==> src/rtl/wb_arbiter2.sv <==
// Two-master Wishbone classic arbiter: round-robin grant locked for the whole
// bus cycle, with a watchdog that errors out strobes the slave never answers.
module wb_arbiter2 #(
  parameter int AW      = 32,
  parameter int DW      = 32,
  parameter int TIMEOUT = 16
) (
  input  logic            clk,
  input  logic            reset,
  input  logic            m0_cyc,
  input  logic            m0_stb,
  input  logic            m0_we,
  input  logic [AW-1:0]   m0_adr,
  input  logic [DW-1:0]   m0_dat_w,
  input  logic [DW/8-1:0] m0_sel,
  output logic            m0_ack,
  output logic            m0_err,
  output logic [DW-1:0]   m0_dat_r,
  input  logic            m1_cyc,
  input  logic            m1_stb,
  input  logic            m1_we,
  input  logic [AW-1:0]   m1_adr,
  input  logic [DW-1:0]   m1_dat_w,
  input  logic [DW/8-1:0] m1_sel,
  output logic            m1_ack,
  output logic            m1_err,
  output logic [DW-1:0]   m1_dat_r,
  output logic            s_cyc,
  output logic            s_stb,
  output logic            s_we,
  output logic [AW-1:0]   s_adr,
  output logic [DW-1:0]   s_dat_w,
  output logic [DW/8-1:0] s_sel,
  input  logic            s_ack,
  input  logic            s_err,
  input  logic [DW-1:0]   s_dat_r,
  output logic [1:0]      grant
);

  localparam logic [1:0] IDLE = 2'd0;
  localparam logic [1:0] G0   = 2'd1;
  localparam logic [1:0] G1   = 2'd2;

  localparam int             WW      = (TIMEOUT > 1) ? $clog2(TIMEOUT) : 1;
  localparam logic [WW-1:0]  WD_LAST = (TIMEOUT > 0) ? WW'(TIMEOUT - 1) : '0;

  logic [1:0]    state_q, state_d;
  logic          last_q, last_d;
  logic [WW-1:0] wdog_q, wdog_d;
  logic          sel0, sel1;
  logic          silent;
  logic          wdog_err;

  // last_q holds the index of the previous owner; a tie goes to the other one.
  always_comb begin
    state_d = state_q;
    last_d  = last_q;
    case (state_q)
      IDLE: begin
        if (m0_cyc && m1_cyc) state_d = last_q ? G0 : G1;
        else if (m0_cyc)      state_d = G0;
        else if (m1_cyc)      state_d = G1;
      end
      G0: begin
        if (!m0_cyc) begin
          state_d = IDLE;
          last_d  = 1'b0;
        end
      end
      G1: begin
        if (!m1_cyc) begin
          state_d = IDLE;
          last_d  = 1'b1;
        end
      end
      default: state_d = IDLE;
    endcase
  end

  // grant is the one-hot view of the FSM state.
  always_comb begin
    sel0  = (state_q == G0);
    sel1  = (state_q == G1);
    grant = {sel1, sel0};

    s_cyc   = (sel0 & m0_cyc) | (sel1 & m1_cyc);
    s_stb   = (sel0 & m0_stb) | (sel1 & m1_stb);
    s_we    = (sel0 & m0_we)  | (sel1 & m1_we);
    s_adr   = sel0 ? m0_adr   : (sel1 ? m1_adr   : '0);
    s_dat_w = sel0 ? m0_dat_w : (sel1 ? m1_dat_w : '0);
    s_sel   = sel0 ? m0_sel   : (sel1 ? m1_sel   : '0);

    // An ack in the timeout cycle suppresses the watchdog error.
    silent   = s_stb & ~s_ack & ~s_err;
    wdog_err = (TIMEOUT > 0) && silent && (wdog_q == WD_LAST);

    m0_ack   = sel0 & m0_stb & s_ack;
    m0_err   = sel0 & m0_stb & (s_err | wdog_err);
    m0_dat_r = sel0 ? s_dat_r : '0;
    m1_ack   = sel1 & m1_stb & s_ack;
    m1_err   = sel1 & m1_stb & (s_err | wdog_err);
    m1_dat_r = sel1 ? s_dat_r : '0;

    if ((TIMEOUT == 0) || (state_d != state_q) || !silent || wdog_err) wdog_d = '0;
    else                                                               wdog_d = wdog_q + WW'(1);
  end

  always_ff @(posedge clk) begin
    if (reset) begin
      state_q <= IDLE;
      last_q  <= 1'b1;
      wdog_q  <= '0;
    end else begin
      state_q <= state_d;
      last_q  <= last_d;
      wdog_q  <= wdog_d;
    end
  end

endmodule
==> config.mk <==
export PLATFORM = sky130hd
export DESIGN_NAME = wb_arbiter2
export DESIGN_NICKNAME = d
export VERILOG_FILES = /design/src/rtl/wb_arbiter2.sv
export SDC_FILE = /design/constraint.sdc
export NUM_CORES = 1
export LEC_CHECK = 0
export ABC_CLOCK_PERIOD_IN_PS = 2060
export BUFFER_PORTS_ARGS = -buffer_cell sky130_fd_sc_hd__clkbuf_2
export CAP_MARGIN = 20
export CORE_AREA = 2 2 123 125
export CTS_BUF_LIST = sky130_fd_sc_hd__clkbuf_16
export CTS_CLUSTER_DIAMETER = 120
export DETAILED_ROUTE_END_ITERATION = 10
export DIE_AREA = 0 0 125 127
export GPL_TIMING_DRIVEN = 0
export PLACE_DENSITY = 0.44
export SLEW_MARGIN = 20
export SYNTH_ARGS = -nofsm -noshare
export SYNTH_HDL_FRONTEND = slang
export SYNTH_SLANG_ARGS = --single-unit
==> constraint.sdc <==
create_clock -name clk -period 2.06 [get_ports clk]
set_input_delay 0.206 -clock clk [delete_from_list [all_inputs] [get_ports clk]]
set_output_delay 0.206 -clock clk [all_outputs]
set_load 0.01 [all_outputs]
=== Word level (Yosys, flattened, before mapping) ===
Cells that the tools add are included.

* Add/subtract/negate cells: 1
* $mul: 0
* Divide/modulo/power cells: 0
* Magnitude comparators: 0
* Equal/unequal tests: 6
* Shift operators: 0
* Muxes and demuxes: 18
* Bitwise operators: 18
* Reduce and logical (&&, ||, !) cells: 9

{| class="wikitable"
|+ Operators by type and width
! kind !! count
|-
| $mux W32 || 6
|-
| $and A1 B1 Y1 || 12
|-
| $mux W2 || 6
|-
| $mux W4 || 2
|-
| $pmux W2 S3 || 1
|-
| $add A4 B1 Y4 const B || 1
|-
| $eq A4 B4 Y1 const B || 1
|-
| $ne A2 B2 Y1 const B || 2
|-
| $or A1 B1 Y1 || 4
|-
| $reduce_and A3 Y1 || 1
|-
| $eq A2 B1 Y1 const B || 1
|-
| $eq A2 B2 Y1 const B || 1
|-
| $logic_and A1 B1 Y1 || 2
|-
| $logic_not A2 Y1 || 1
|-
| $logic_or A1 B1 Y1 || 2
|-
| $mux W1 || 2
|-
| $ne A2 B2 Y1 || 1
|-
| $not A1 Y1 || 2
|-
| $pmux W1 S2 || 1
|-
| $reduce_bool A2 Y1 || 1
|-
| $reduce_or A2 Y1 || 1
|-
| $logic_not A1 Y1 || 1
|}

* Bits in registers: 7
* Latch bits: 0
* RAM bits: 0
* Bits in read-only memories: 0
* Input port bits: 178
* Output and inout bits: 141
* Word-level logic and storage cells: 55
* Memories: 0

=== Logic depth before layout (Yosys ltp) ===
Gate-level depths: netlist of the first run.

* Word-level depth: 9
* Depth in mapped cells: 5
* Mapped depth without buffers: 4

=== Worst setup path after synthesis of the first run ===
Ideal clock, no wire load.

* Kind: flip-flop to output port
* Start point: reg state_q[1]
* End point: out m1_err
* Data arrival time: 1.191 ns
* Slack: 0.663 ns
* Cell stages (with the launch flop): 6
* Path buffers: 2
* Cells stage by stage: dfxtp_1 -> and2b_1 -> buf_2 -> buf_2 -> nand2_1 -> nor2_1

* Cells in the longest elaborated chain, start to end: 8
* Elaborated cells on any way between the ends: 10
* Those cells by class: eq/ne (2); bitwise (7); reduce/logical (1)

{| class="wikitable"
|+ RTL lines
! item !! line !! RTL
|-
| from (decl) || 47 || <nowiki>logic [1:0] state_q, state_d;</nowiki>
|-
| from (signal assigned) || 114 || <nowiki>state_q <= state_d;</nowiki>
|-
| $eq A2 B1 Y1 / $eq A2 B2 Y1 (equally long branches) || 82, 83 ||
|-
| $and A1 B1 Y1 (on tied branches) || 87, 101 ||
|-
| $or A1 B1 Y1 || 87 || <nowiki>s_stb = (sel0 & m0_stb) | (sel1 & m1_stb);</nowiki>
|-
| $and A1 B1 Y1 (2 in a row) || 94 || <nowiki>silent = s_stb & ~s_ack & ~s_err;</nowiki>
|-
| $logic_and A1 B1 Y1 || 95 || <nowiki>wdog_err = (TIMEOUT > 0) && silent && (wdog_q == WD_LAST);</nowiki>
|-
| $or A1 B1 Y1 || 101 || <nowiki>m1_err = sel1 & m1_stb & (s_err | wdog_err);</nowiki>
|-
| $and A1 B1 Y1 (*) || 101 ||
|-
| to (decl) || 26 || <nowiki>output logic m1_err,</nowiki>
|}

Mark *: on every way between the ends. The rest lies on a longest branch, timed or not.

=== Final worst setup path of the first run ===
* Start point: reg state_q[0]
* End point: out s_dat_w[29]

* Cells in the longest elaborated chain, start to end: 3
* Elaborated cells on any way between the ends: 4
* Those cells by class: eq/ne (2); mux (2)

{| class="wikitable"
|+ RTL lines
! item !! line !! RTL
|-
| $eq A2 B2 Y1 || 83 || <nowiki>sel1 = (state_q == G1);</nowiki>
|-
| $mux W32 || 90 || <nowiki>s_dat_w = sel0 ? m0_dat_w : (sel1 ? m1_dat_w : '0);</nowiki>
|-
| $mux W32 (*) || 90 ||
|-
| to (decl) || 32 || <nowiki>output logic [DW-1:0] s_dat_w,</nowiki>
|}

Marks and branches as above.

==> results of run 1 <==
## synth_stat cells (all sizes together)
| master | n | share of area |
|---|---|---|
| inv | 2 | 0.0050 |
| ha | 1 | 0.0083 |
| or2 | 2 | 0.0083 |
| nor3 | 1 | 0.0033 |
| and2b | 2 | 0.010 |
| nand2 | 4 | 0.010 |
| and3 | 1 | 0.0042 |
| nand2b | 2 | 0.0083 |
| nor2 | 8 | 0.020 |
| xor2 | 1 | 0.0058 |
| nor4b | 2 | 0.016 |
| nand4b | 2 | 0.012 |
| nor4 | 2 | 0.017 |
| clkbuf | 8 | 0.020 |
| a311oi | 1 | 0.0058 |
| buf | 16 | 0.056 |
| a22o | 69 | 0.40 |
| xnor2 | 1 | 0.0058 |
| nand3 | 1 | 0.0033 |
| o21bai | 1 | 0.0050 |
| a221o | 1 | 0.0067 |
| and2 | 64 | 0.27 |
| a21oi | 2 | 0.0067 |
| o21ai | 1 | 0.0033 |
| dfxtp | 7 | 0.093 |
## state kept, by name (all words and copies together), names as in the netlist
register / count
last_q: 1
state_q: 2
wdog_q: 4
## worst max-delay path by stage
stage	start	endpoint	slack, ns	cells past startpoint
after floorplan	state_q[1]	m1_err	0.66	5
after global placement	state_q[0]	s_dat_w[29]	0.03	5
after detailed placement	state_q[0]	s_dat_w[29]	0.03	5
after CTS	state_q[0]	s_dat_w[29]	0.007	5
after global routing	state_q[1]	s_dat_w[29]	0.03	5
final	state_q[0]	s_dat_w[29]	0.14	5
## worst reg2reg max path: stages (launching register included)
cell,delay [ns]
dfxtp_2,0.35
nand4b_1,0.17
a221o_1,0.44
nor4b_2,0.26
## through the flow
step | instances | hold slack, ns | area [µm²]
finish | 708 | 0.2001 | 3428
global placement | 704 | 0.4363 | 3327
global route | 708 | 0.2193 | 3428
floorplan | 202 | 0.2840 | 1505
CTS | 708 | 0.2097 | 3423
detailed placement | 704 | 0.4506 | 3327
## cell usage in the layout, fill, tap and decap left out, drive strengths merged
master,netlist,layout
and2b,2,2
inv,2,2
and3,1,1
buf,16,15
a311oi,1,1
a21oi,2,2
nand2,4,4
a221o,1,1
clkbuf,8,330
nor2,8,8
xor2,1,1
nand4b,2,2
nor4,2,2
a22o,69,69
nand2b,2,2
nand3,1,1
nor4b,2,2
dfxtp,7,7
ha,1,1
and2,64,64
or2,2,2
o21ai,1,1
xnor2,1,1
clkinv,0,1
o21bai,1,1
nor3,1,1
## power groups by stage
stage	sequential [W]	clock (W)	combinational, W
floorplan	0.000148	0	0.000298
global placement	0.000149	0	0.000692
detailed placement	0.000150	0	0.000696
CTS	0.000148	0.000341	0.000708
global route	0.000150	0.000347	0.000754
finish	0.000148	0.000330	0.000697
## kinds of logic (layout without fill, tap and decap cells)
| group | after synthesis | count (layout) | synth area share |
|---|---|---|---|
| flops | 7 | 7 | 0.09310 |
| simple gates | 91 | 91 | 0.3774 |
| compound gates | 75 | 75 | 0.4289 |
| buf+inv | 26 | 348 | 0.08063 |
| xor+xnor | 2 | 2 | 0.01164 |
| fa+ha+maj | 1 | 1 | 0.008311 |
## final cells by class
type / count / area [µm²] / share of cell area
inverters: 2 / 7.507 / 0.002190
multi-input cells: 169 / 1246 / 0.3635
plain buffers: 24 / 130.1 / 0.03796
repair buffers: 318 / 1592 / 0.4642
flip-flops and latches: 7 / 142.6 / 0.04161
well taps: 184 / 230.2 / 0.06715
clock inverters: 1 / 5.005 / 0.001460
clock buffers: 3 / 75.07 / 0.02190
## timing repair
item	in CTS	in global routing
resized for setup	8	5
buffers inserted	0	0
setup endpoints to repair	86	61
## per-layer routing
layer  GRT usage  share of wire
met5           0              0
met4     0.01569         0.0050
met3     0.02178          0.085
met2      0.2363           0.49
met1      0.1646           0.42
==> reports/results.env, run 1 <==
STATUS='finished, final reports clean'
SEQPWRFRAC=0.126
SETUP.WORST_PATH.END_CLASS='primary output'
FIN_WORST_SKEW_NS=0.0007883
VDD_DROP_MAX_uV=139.5
WIRELENGTH_UM=11360
HTREEDEPTH=1
CTS_MADE_BUFFERS=3
SWITCHING_POWER_AS_A_SHARE_OF_TOTAL_POWER=0.3723
GRT_FIRST_PASS_WIRELENGTH_UM=16320
CTS_HOLD_BUF=0
LAYOUT-DRIVE-GT1-SHARE=0.6641
LEAKAGEPOWER_nW=2.101
TOTAL_POWER_CONSUMPTION_W=0.001175
FIN_WS_NS=0.1350
WORST_SLEW_PIN_SLEW_NS=0.4120
SOURCE_OF_THE_WORST_HOLD_TIMING_PATH='reset'
TIMING.REG2REG.WORST_PATH_DEPTH=3
NUMBER_OF_SYNTHESIZED_REGISTER_BITS=7
CP_DATA_ARRIVAL_TIME_NS=1.72
DETAILED_PLACE_HPWL_UM=10200
SETUP.REG_TO_REG.WORST_SLACK_NS=0.76
SYNTHESIS.YOSYS.WARNINGS=0
MAX_STAGE_DELAY_ON_CRIT_PATH_NS=0.38
GLOBAL_ROUTE.USAGE.TOTAL=0.1294
TIMING.FINAL.HOLD_VIOLATIONS=0
CP.REQUIRED_NS=1.85
PLACE.GP.CONGESTION=0.9070
CTS_NUM_SINKS=7
DRT-PASS1-ITER-COUNT=4
ROUTE.DETAILED.VIAS_PER_INST=4.191
CRITPATHKIND='flip-flop to primary output'
SWITCHING_POWER_W=0.0004373
CTSLONGESTPATHBUFFERS=2
FLOORPLAN.IO_PINS=319
ANTENNADIODECOUNT=0
FLOORPLAN.INITIALDENSITY=0.1044
SYN-NUM-NETS=381
ROUTE.VIAS.TOTAL=2967
PLACEMENT.SETUP.WORST_SLACK_NS=0.03104
PWR-SHARE-CLK=0.281
PLACE.PORT_BUFFERS=318
FMAX_MHz=519.5
PATH_CELLS='and2b_2 > buf_4 > buf_4 > a22o_1 > clkbuf_2'
CLKLATENCYLATEPIN_NS=0.23
REMAINING_DRC_ERRORS=0
GRT_PASS1_VIAS=2929
POWER_REPORT.INTERNAL_TOTAL_W=0.0007373
ANTENNA_NETS_POST_ROUTE=0
SETUP.WORST_PATH.START_CLASS='flip-flop'
TIMING.FINAL.CRIT_SHARE=0.9345
POST_SYNTH.CELL_AREA_AVG_UM2=7.451
POSTLAYOUTCOREUTIL=0.2377
CORE-AREA_UM2=14420
CLKTRANSATPATHREGS_NS=0.04
GRT.OVERFLOW.TOTAL=0
POWER_DENSITY_nW_PER_UM2=342.6
TIMING.HOLD.WORST.CLASS='input pin to flip-flop'
AREA.GROWTH.SYNTH_TO_FINAL_PCT=127.8
HOLD-PATH-ENDPOINT='state_q[0]'
CHIPWIDTH_UM=125
CP_COMMON_CELL='buf_4'
SYNTHESIS.INSTANCES=202
LAYOUT_FILLERS=1651
GRT_SETUP_UNREPAIRED='no'
PINS_OVER_SLEW_LIMIT=0
CRITICAL_PATH.MAX_FANOUT=10
FIN_SETUP_TNS_NS=0
CRITICAL_PATH.REG2REG.STARTPOINT='state_q[1]'
CLOCK_TREE_ROOT_DRIVER_CELL='clkbuf_16'
SYN-CELL-AREA_UM2=1505
COMBPWRFRAC=0.593
FINISH.NET_COUNT=704
ANTENNA_FOUND_INITIAL=0
WORST_HOLD_PATH.NUM_CELLS=2
CAPTURING_POINT_OF_THE_WORST_REG2REG_PATH='wdog_q[1]'
WORST_PATH_MAX_DELAY_CELL='dfxtp_2'
FIRST_ITER_VIOLATIONS=79
DIE_HEIGHT_UM=127
PLACEMENTROWS=44
SYNTH_CELL_TYPES=29
CP.BUFFERS_INVERTERS=3
DIEAREA_UM2=15880
TIMING.CRITICAL_PATH.MAX_DELAY_FAMILY='buffers and inverters'
CTS_TREE='yes'
REPORT.FINAL.SETUP_VIOL=0
FINALWORSTPATHREQUIREDPERIOD_NS=1.925
MAX_SLEW_MARGIN=0.7253
MAXCAPVIOLCOUNT=0
ROUTE.DETAILED.WL_PER_INST_UM=16.05
SEQ_AREA_FRAC_SYNTH=0.09310
GRT_START_MAX_NET_PINS=11
Note: power is estimated with default switching activity, not from simulation.
==> inputs of run 2 (changes only) <==
--- a/config.mk
+++ b/config.mk
@@ -5,14 +5,13 @@
 export SDC_FILE = /design/constraint.sdc
 export NUM_CORES = 1
 export LEC_CHECK = 0
-export ABC_CLOCK_PERIOD_IN_PS = 2060
+export ABC_CLOCK_PERIOD_IN_PS = 1900
 export BUFFER_PORTS_ARGS = -buffer_cell sky130_fd_sc_hd__clkbuf_2
 export CAP_MARGIN = 20
-export CORE_AREA = 2 2 123 125
-export CTS_BUF_LIST = sky130_fd_sc_hd__clkbuf_16
+export CORE_AREA = 2 2 124 126
 export CTS_CLUSTER_DIAMETER = 120
 export DETAILED_ROUTE_END_ITERATION = 10
-export DIE_AREA = 0 0 125 127
+export DIE_AREA = 0 0 126 128
 export GPL_TIMING_DRIVEN = 0
 export PLACE_DENSITY = 0.44
 export SLEW_MARGIN = 20
==> constraint.sdc (replaced) <==
create_clock -name clk -period 1.9 [get_ports clk]
set_input_delay 0.19 -clock clk [delete_from_list [all_inputs] [get_ports clk]]
set_output_delay 0.19 -clock clk [all_outputs]
set_load 0.01 [all_outputs]
==> reports/results.env, run 2 (synthesized netlist as in run 1, its figures left out) <==
STATUS='finished, final reports clean'  # unchanged
LAYOUT_COMMON_CELLS='clkbuf_2, a22o_1, and2_1, nor2_1, clkbuf_4'  # was clkbuf_2, a22o_1, and2_1, buf_2, nor2_1
CRITPATHKIND='flip-flop to primary output'  # unchanged
DP.CELLS=708  # was 704
ANTENNA_NETS_POST_ROUTE=0  # unchanged
LEAKAGEPOWER_nW=2.104  # was 2.101 nW
TOTAL_POWER_CONSUMPTION_W=0.001280  # was 0.001175 W
GRT.OVERFLOW.TOTAL=0  # unchanged
CP-STARTPOINT='state_q[0]'  # unchanged
FINISH.NET_COUNT=704  # unchanged
HTREEDEPTH=1  # unchanged
VDD_DROP_MAX_uV=210.7  # was 139.5 µV
WORST_SLEW_PIN_SLEW_NS=0.3698  # was 0.4120 ns
MAXCAPVIOLCOUNT=0  # unchanged
ANTENNA_FOUND_INITIAL=0  # unchanged
REGISTER_RANKED_FIRST_BY_FLIP_FLOP_COUNT='wdog_q'  # unchanged
REGISTER_AREA_UM2=142.6  # unchanged
SETUP.REG_TO_REG.WORST_SLACK_NS=0.57  # was 0.76 ns
CTS_MADE_BUFFERS=3  # unchanged
FINALWORSTPATHREQUIREDPERIOD_NS=1.795
TIMING.FINAL.CRIT_SHARE=0.9445
TIMING.HOLD.WORST.CLASS='input pin to flip-flop'  # unchanged
SETUP.WORST_PATH.END_CLASS='primary output'  # unchanged
LAYOUT_COMMONEST_CELL='clkbuf_2'  # unchanged
DRT-PASS1-ITER-COUNT=4  # unchanged
PLACE.GP.CONGESTION=0.7774  # was 0.9070
CRITICAL_PATH.MAX_FANOUT=10  # unchanged
CTS_NUM_SINKS=7  # unchanged
CRITICAL_PATH.REG2REG.STARTPOINT='state_q[1]'  # unchanged
GRT_SETUP_UNREPAIRED='no'  # unchanged
CLKTRANSATPATHREGS_NS=0.03  # was 0.04 ns
GRT_PASS1_VIAS=2915  # was 2929
FIN_WORST_SKEW_NS=0.0002488  # was 0.0007883 ns
ROUTE.DETAILED.WL_PER_INST_UM=16.20  # was 16.05 µm
CHIPWIDTH_UM=126  # was 125 µm
CLOCK_TREE_ROOT_DRIVER_CELL='clkbuf_16'  # unchanged
PLACEMENT.SETUP.WORST_SLACK_NS=-0.1948  # was 0.03104 ns
FIN_WS_NS=0.1055  # was 0.1350 ns
MAX_SLEW_MARGIN=0.7535  # was 0.7253
ROUTE.DETAILED.VIAS_PER_INST=4.160  # was 4.191
GLOBAL_ROUTE.PEAK_USAGE_LAYER='met2'  # unchanged
CP.REQUIRED_NS=1.71  # was 1.85 ns
WORST_PATH_MAX_DELAY_CELL='dfxtp_2'  # unchanged
POSTLAYOUTCOREUTIL=0.2332  # was 0.2377
DIE_HEIGHT_UM=128  # was 127 µm
DETAILED_PLACE_HPWL_UM=10120  # was 10200 µm
FMAX_MHz=557.2
WIRELENGTH_UM=11530  # was 11360 µm
LARGEST_REGISTER_FF_COUNT=4  # unchanged
PLACE.PORT_BUFFERS=318  # unchanged
GRT_FIRST_PASS_WIRELENGTH_UM=16070  # was 16320 µm
TIMING.REG2REG.WORST_PATH_DEPTH=3  # unchanged
REMAINING_DRC_ERRORS=0  # unchanged
PATH_CELLS='and2b_4 > buf_6 > clkbuf_4 > a22o_1 > clkbuf_2'  # was and2b_2 > buf_4 > buf_4 > a22o_1 > clkbuf_2
LAYOUT-DRIVE-GT1-SHARE=0.6660  # was 0.6641
CTS_HOLD_BUF=0  # unchanged
POWER_DENSITY_nW_PER_UM2=369.1  # was 342.6 nW/µm²
CP_DATA_ARRIVAL_TIME_NS=1.60  # was 1.72 ns
GRT_START_MAX_NET_PINS=11  # unchanged
SETUP.WORST_PATH.START_CLASS='flip-flop'  # unchanged
CLKLATENCYLATEPIN_NS=0.23  # about the same
CORE-AREA_UM2=14860  # was 14420 µm²
CTSLONGESTPATHBUFFERS=2  # unchanged
FIRST_ITER_VIOLATIONS=60  # was 79
MULTI_INPUT_AREA_UM2=1249  # was 1246 µm²
ROUTE.VIAS.TOTAL=2962  # was 2967
GRTUSAGEMET3=0.02170  # was 0.02178
HOLD-PATH-ENDPOINT='state_q[1]'  # was state_q[0]
GLOBAL_ROUTE.USAGE.MET1=0.1546  # was 0.1646
PINS_OVER_SLEW_LIMIT=0  # unchanged
CTS_TREE='yes'  # unchanged
WORST_HOLD_PATH.NUM_CELLS=2  # unchanged
LAYOUT_FILLERS=1699  # was 1651
FLOORPLAN.IO_PINS=319  # unchanged
MAX_STAGE_DELAY_ON_CRIT_PATH_NS=0.34  # was 0.38 ns
CTS_SETUP_BUFFERS=0  # unchanged
GLOBAL_ROUTE.USAGE.TOTAL=0.1270  # was 0.1294
REPORT.FINAL.SETUP_VIOL=0  # unchanged
DETAILED_PLACE.AREA_UM2=3332  # was 3327 µm²
ANTENNADIODECOUNT=0  # unchanged
DIEAREA_UM2=16130  # was 15880 µm²
PLACEMENTROWS=45  # was 44
BIGGESTREGSBYFLOPS='wdog_q (4), state_q (2), last_q (1)'  # unchanged
AREA.GROWTH.SYNTH_TO_FINAL_PCT=130.3  # was 127.8%
FLOORPLAN.INITIALDENSITY=0.1013  # was 0.1044
TIMING.FINAL.HOLD_VIOLATIONS=0  # unchanged
CAPTURING_POINT_OF_THE_WORST_REG2REG_PATH='wdog_q[3]'  # was wdog_q[1]
FINAL_DESIGN_AREA_NO_FILL_UM2=3467  # was 3428 µm²
MET2_USAGE=0.2397  # was 0.2363
FIN_CELLS=712  # was 708
SOURCE_OF_THE_WORST_HOLD_TIMING_PATH='reset'  # unchanged
## run 2: cell count changes in the layout (fill, tap and decap cells not counted), sizes merged
cell    change
buf         -6
clkbuf      +7
clkinv      -1
## run 2: per-layer routing
layer | routed length [µm] | up-vias
met2 | 5820 | 197
li1 | - | 1392
met4 | 84 | 0
met3 | 941 | 9
met1 | 4687 | 1364
met5 | 0 | -
## run 2: how the worst max path moves through the flow
stage | to | slack (ns) | cells past startpoint
global placement | s_dat_w[29] | -0.14 | 5
CTS | s_dat_w[29] | 0.002 | 5
detailed placement | s_dat_w[29] | -0.19 | 5
finish | s_dat_w[16] | 0.11 | 5
floorplan | m1_err | 0.52 | 5
global route | s_dat_w[3] | 0.003 | 5
## run 2: final cells by class
type / count / area share
Multi-Input combinational cell: 169 / 0.3602
Sequential cell: 7 / 0.04114
Buffer: 24 / 0.04691
Inverter: 2 / 0.002165
Timing Repair Buffer: 318 / 0.4590
Tap cell: 188 / 0.06785
Clock buffer: 4 / 0.02274
## run 2: critical path: cells and delay by family (launching register included)
family	cells	cell delay, ns
AOI/OAI and AO/OA	1	0.20
and+or+nand+nor	1	0.30
DFF	1	0.34
buffers and inverters	3	0.52
## run 2: per-stage QoR
stage / hold WS (ns) / TNS (ns)
final: 0.1889 / 0
after global routing: 0.2052 / 0
after CTS: 0.1865 / 0
after detailed placement: 0.4326 / -6.699
after global placement: 0.4216 / -3.216
after floorplan: 0.2680 / 0
## run 2: timing repair
item | CTS | global route
setup endpoints to repair | 109 | 54
resized for setup | 14 | 14
endpoints found under the hold margin | 0 | 0
## run 2: report_power, final
| group | switching, W | total (W) | internal (W) |
|---|---|---|---|
| registers | 0.00000739 | 0.000161 | 0.000153 |
| clock network | 0.0000751 | 0.000354 | 0.000279 |
| logic | 0.000386 | 0.000765 | 0.000380 |
| total | 0.000468 | 0.00128 | 0.000812 |
==> inputs of run 3 (changes only) <==
--- a/config.mk
+++ b/config.mk
@@ -10,10 +10,11 @@
 export CAP_MARGIN = 20
 export CORE_AREA = 2 2 124 126
 export CTS_CLUSTER_DIAMETER = 120
+export CTS_CLUSTER_SIZE = 8
 export DETAILED_ROUTE_END_ITERATION = 10
 export DIE_AREA = 0 0 126 128
 export GPL_TIMING_DRIVEN = 0
-export PLACE_DENSITY = 0.44
+export PLACE_DENSITY_LB_ADDON = 0.2
 export SLEW_MARGIN = 20
 export SYNTH_ARGS = -nofsm -noshare
 export SYNTH_HDL_FRONTEND = slang
==> reports/results.env, run 3 (synthesized netlist as in run 1, its figures left out) <==
POWER_REPORT.INTERNAL_TOTAL_W=0.0008065  # was 0.0008118 W
MULTI_INPUT_AREA_UM2=1246  # was 1249 µm²
PINS_OVER_SLEW_LIMIT=0  # unchanged
DETAILED_PLACE.AREA_UM2=3332  # unchanged
FLOORPLAN.INITIALDENSITY=0.1013  # unchanged
TIMING.FINAL.CRIT_SHARE=0.9581  # was 0.9445
SEQPWRFRAC=0.127  # was 0.126
CTS_NUM_SINKS=7  # unchanged
CLOCK_TREE_ROOT_DRIVER_CELL='clkbuf_16'  # unchanged
LAYOUT_COMMON_CELLS='clkbuf_2, a22o_1, and2_1, nor2_1, buf_4'  # was clkbuf_2, a22o_1, and2_1, nor2_1, clkbuf_4
STATUS='finished, final reports clean'  # unchanged
CP.REQUIRED_NS=1.71  # about the same
SWITCHING_POWER_W=0.0004514  # was 0.0004680 W
LEAKAGEPOWER_nW=2.110  # was 2.104 nW
PWR-SHARE-CLK=0.286  # was 0.276
LAYOUT_FILLERS=1693  # was 1699
CHIPWIDTH_UM=126  # unchanged
GRT_PASS1_VIAS=2858  # was 2915
FINAL_DESIGN_AREA_NO_FILL_UM2=3448  # was 3467 µm²
LAYOUT_COMMONEST_CELL='clkbuf_2'  # unchanged
DRT-PASS1-ITER-COUNT=4  # unchanged
DIEAREA_UM2=16130  # unchanged
ANTENNA_FOUND_INITIAL=0  # unchanged
ANTENNADIODECOUNT=0  # unchanged
FIN_SETUP_TNS_NS=0  # unchanged
GLOBAL_ROUTE.USAGE.TOTAL=0.1159  # was 0.1270
MAX_SLEW_MARGIN=0.7669  # was 0.7535
FIRST_ITER_VIOLATIONS=78  # was 60
PLACE.PORT_BUFFERS=318  # unchanged
CLKTRANSATPATHREGS_NS=0.04  # was 0.03 ns
LAYOUT-DRIVE-GT1-SHARE=0.6679  # was 0.6660
REMAINING_DRC_ERRORS=0  # unchanged
DIE_HEIGHT_UM=128  # unchanged
SETUP.WORST_PATH.START_CLASS='flip-flop'  # unchanged
CTS_MADE_BUFFERS=3  # unchanged
HTREEDEPTH=1  # unchanged
SWITCHING_POWER_AS_A_SHARE_OF_TOTAL_POWER=0.3589  # was 0.3657
COMBPWRFRAC=0.587  # was 0.598
FLOORPLAN.IO_PINS=319  # unchanged
ROUTE.DETAILED.WL_PER_INST_UM=14.81  # was 16.20 µm
TOTAL_POWER_CONSUMPTION_W=0.001258  # was 0.001280 W
POWER_DENSITY_nW_PER_UM2=364.8  # was 369.1 nW/µm²
WIRELENGTH_UM=10550  # was 11530 µm
LARGEST_REGISTER_FF_COUNT=4  # unchanged
ROUTE.DETAILED.VIAS_PER_INST=4.013  # was 4.160
FMAX_MHz=549.3  # was 557.2 MHz
CTS_HOLD_BUF=0  # unchanged
REGISTER_RANKED_FIRST_BY_FLIP_FLOP_COUNT='wdog_q'  # unchanged
AREA.GROWTH.SYNTH_TO_FINAL_PCT=129.1  # was 130.3%
CLKLATENCYLATEPIN_NS=0.23  # about the same
FINISH.NET_COUNT=704  # unchanged
DETAILED_PLACE_HPWL_UM=9437  # was 10120 µm
CTS_TREE='yes'  # unchanged
CORE-AREA_UM2=14860  # unchanged
CTSLONGESTPATHBUFFERS=2  # unchanged
CRITICAL_PATH.MAX_FANOUT=10  # unchanged
CRITPATHKIND='flip-flop to primary output'  # unchanged
GRT.OVERFLOW.TOTAL=0  # unchanged
ROUTE.VIAS.TOTAL=2857  # was 2962
REPORT.FINAL.SETUP_VIOL=0  # unchanged
VDD_DROP_MAX_uV=293.5  # was 210.7 µV
REGISTER_AREA_UM2=142.6  # unchanged
SETUP.WORST_PATH.END_CLASS='primary output'  # unchanged
FINALWORSTPATHREQUIREDPERIOD_NS=1.820  # was 1.795 ns
TIMING.HOLD.WORST.CLASS='input pin to flip-flop'  # unchanged
FIN_WORST_SKEW_NS=0.0009927  # was 0.0002488 ns
PLACEMENTROWS=45  # unchanged
GRT_SETUP_UNREPAIRED='no'  # unchanged
PLACE.GP.CONGESTION=0.7909  # was 0.7774
MAXCAPVIOLCOUNT=0  # unchanged
WORST_SLEW_PIN_SLEW_NS=0.3496  # was 0.3698 ns
BIGGESTREGSBYFLOPS='wdog_q (4), state_q (2), last_q (1)'  # unchanged
TIMING.HOLD.WS_NS=0.1895  # was 0.1889 ns
GRT_FIRST_PASS_WIRELENGTH_UM=14970  # was 16070 µm
TIMING.FINAL.HOLD_VIOLATIONS=0  # unchanged
CP_DATA_ARRIVAL_TIME_NS=1.63  # was 1.60 ns
ANTENNA_NETS_POST_ROUTE=0  # unchanged
GRT_START_MAX_NET_PINS=11  # unchanged
[run 3: changes by cell type in the layout (fill, tap and decap cells not counted), sizes merged]
cell,before,now
buf,9,15
clkbuf,337,331
[run 3: worst paths after layout]
path	from	end	slack, ns	depth (start not counted)
worst max-delay path	state_q[0]	s_dat_w[19]	0.08	5
worst min-delay path	reset	state_q[0]	0.19	2
worst max register to register	state_q[1]	wdog_q[3]	0.61	3
worst min register to register	wdog_q[0]	wdog_q[0]	0.48	1
[run 3: metal layers]
metal | global-route usage | vias to the layer above | part of all wire
met1 | 0.1355 | 1259 | 0.38
met5 | 0 | - | 0
li1 | - | 1393 | -
met3 | 0.02254 | 2 | 0.094
met2 | 0.2261 | 203 | 0.52
met4 | 0.009050 | 0 | 0.00076
[run 3: cell type report]
| class | instances | area share |
|---|---|---|
| Timing Repair Buffer | 318 | 0.4615 |
| Buffer | 24 | 0.04245 |
| Clock buffer | 4 | 0.02286 |
| Tap cell | 188 | 0.06821 |
| Multi-Input combinational cell | 169 | 0.3614 |
| Sequential cell | 7 | 0.04136 |
| Inverter | 2 | 0.002177 |
[run 3: repair_timing]
item / CTS / global route
resized for setup: 13 / 8
setup endpoints to repair: 98 / 62
buffers inserted: 0 / 0
pin swaps: 0 / 0
hold endpoints to repair: 0 / 0
cloned: 0 / 0
[run 3: through the flow]
step | setup slack [ns] | utilization | cells
after floorplan | 0.5194 | - | 202
after global placement | 0.007864 | 0.2242 | 708
after detailed placement | -0.01842 | 0.2242 | 708
after CTS | 0.008520 | 0.2311 | 712
after global routing | 0.009873 | 0.2320 | 712
final | 0.07964 | 0.2320 | 712
[run 3: power groups by stage]
stage	logic, W	clock network [W]	registers, W
after global placement	0.000737	0	0.000162
after floorplan	0.000323	0	0.000160
after global routing	0.000808	0.000376	0.000161
final	0.000739	0.000359	0.000160
after detailed placement	0.000738	0	0.000162
after CTS	0.000752	0.000365	0.000160
[run 3: critical path, cell delays in order, from the launching register on]
cell and delay (ns):
dfxtp_2 0.37, and2b_2 0.27, buf_6 0.16, buf_2 0.18, a22o_1 0.27, clkbuf_2 0.14
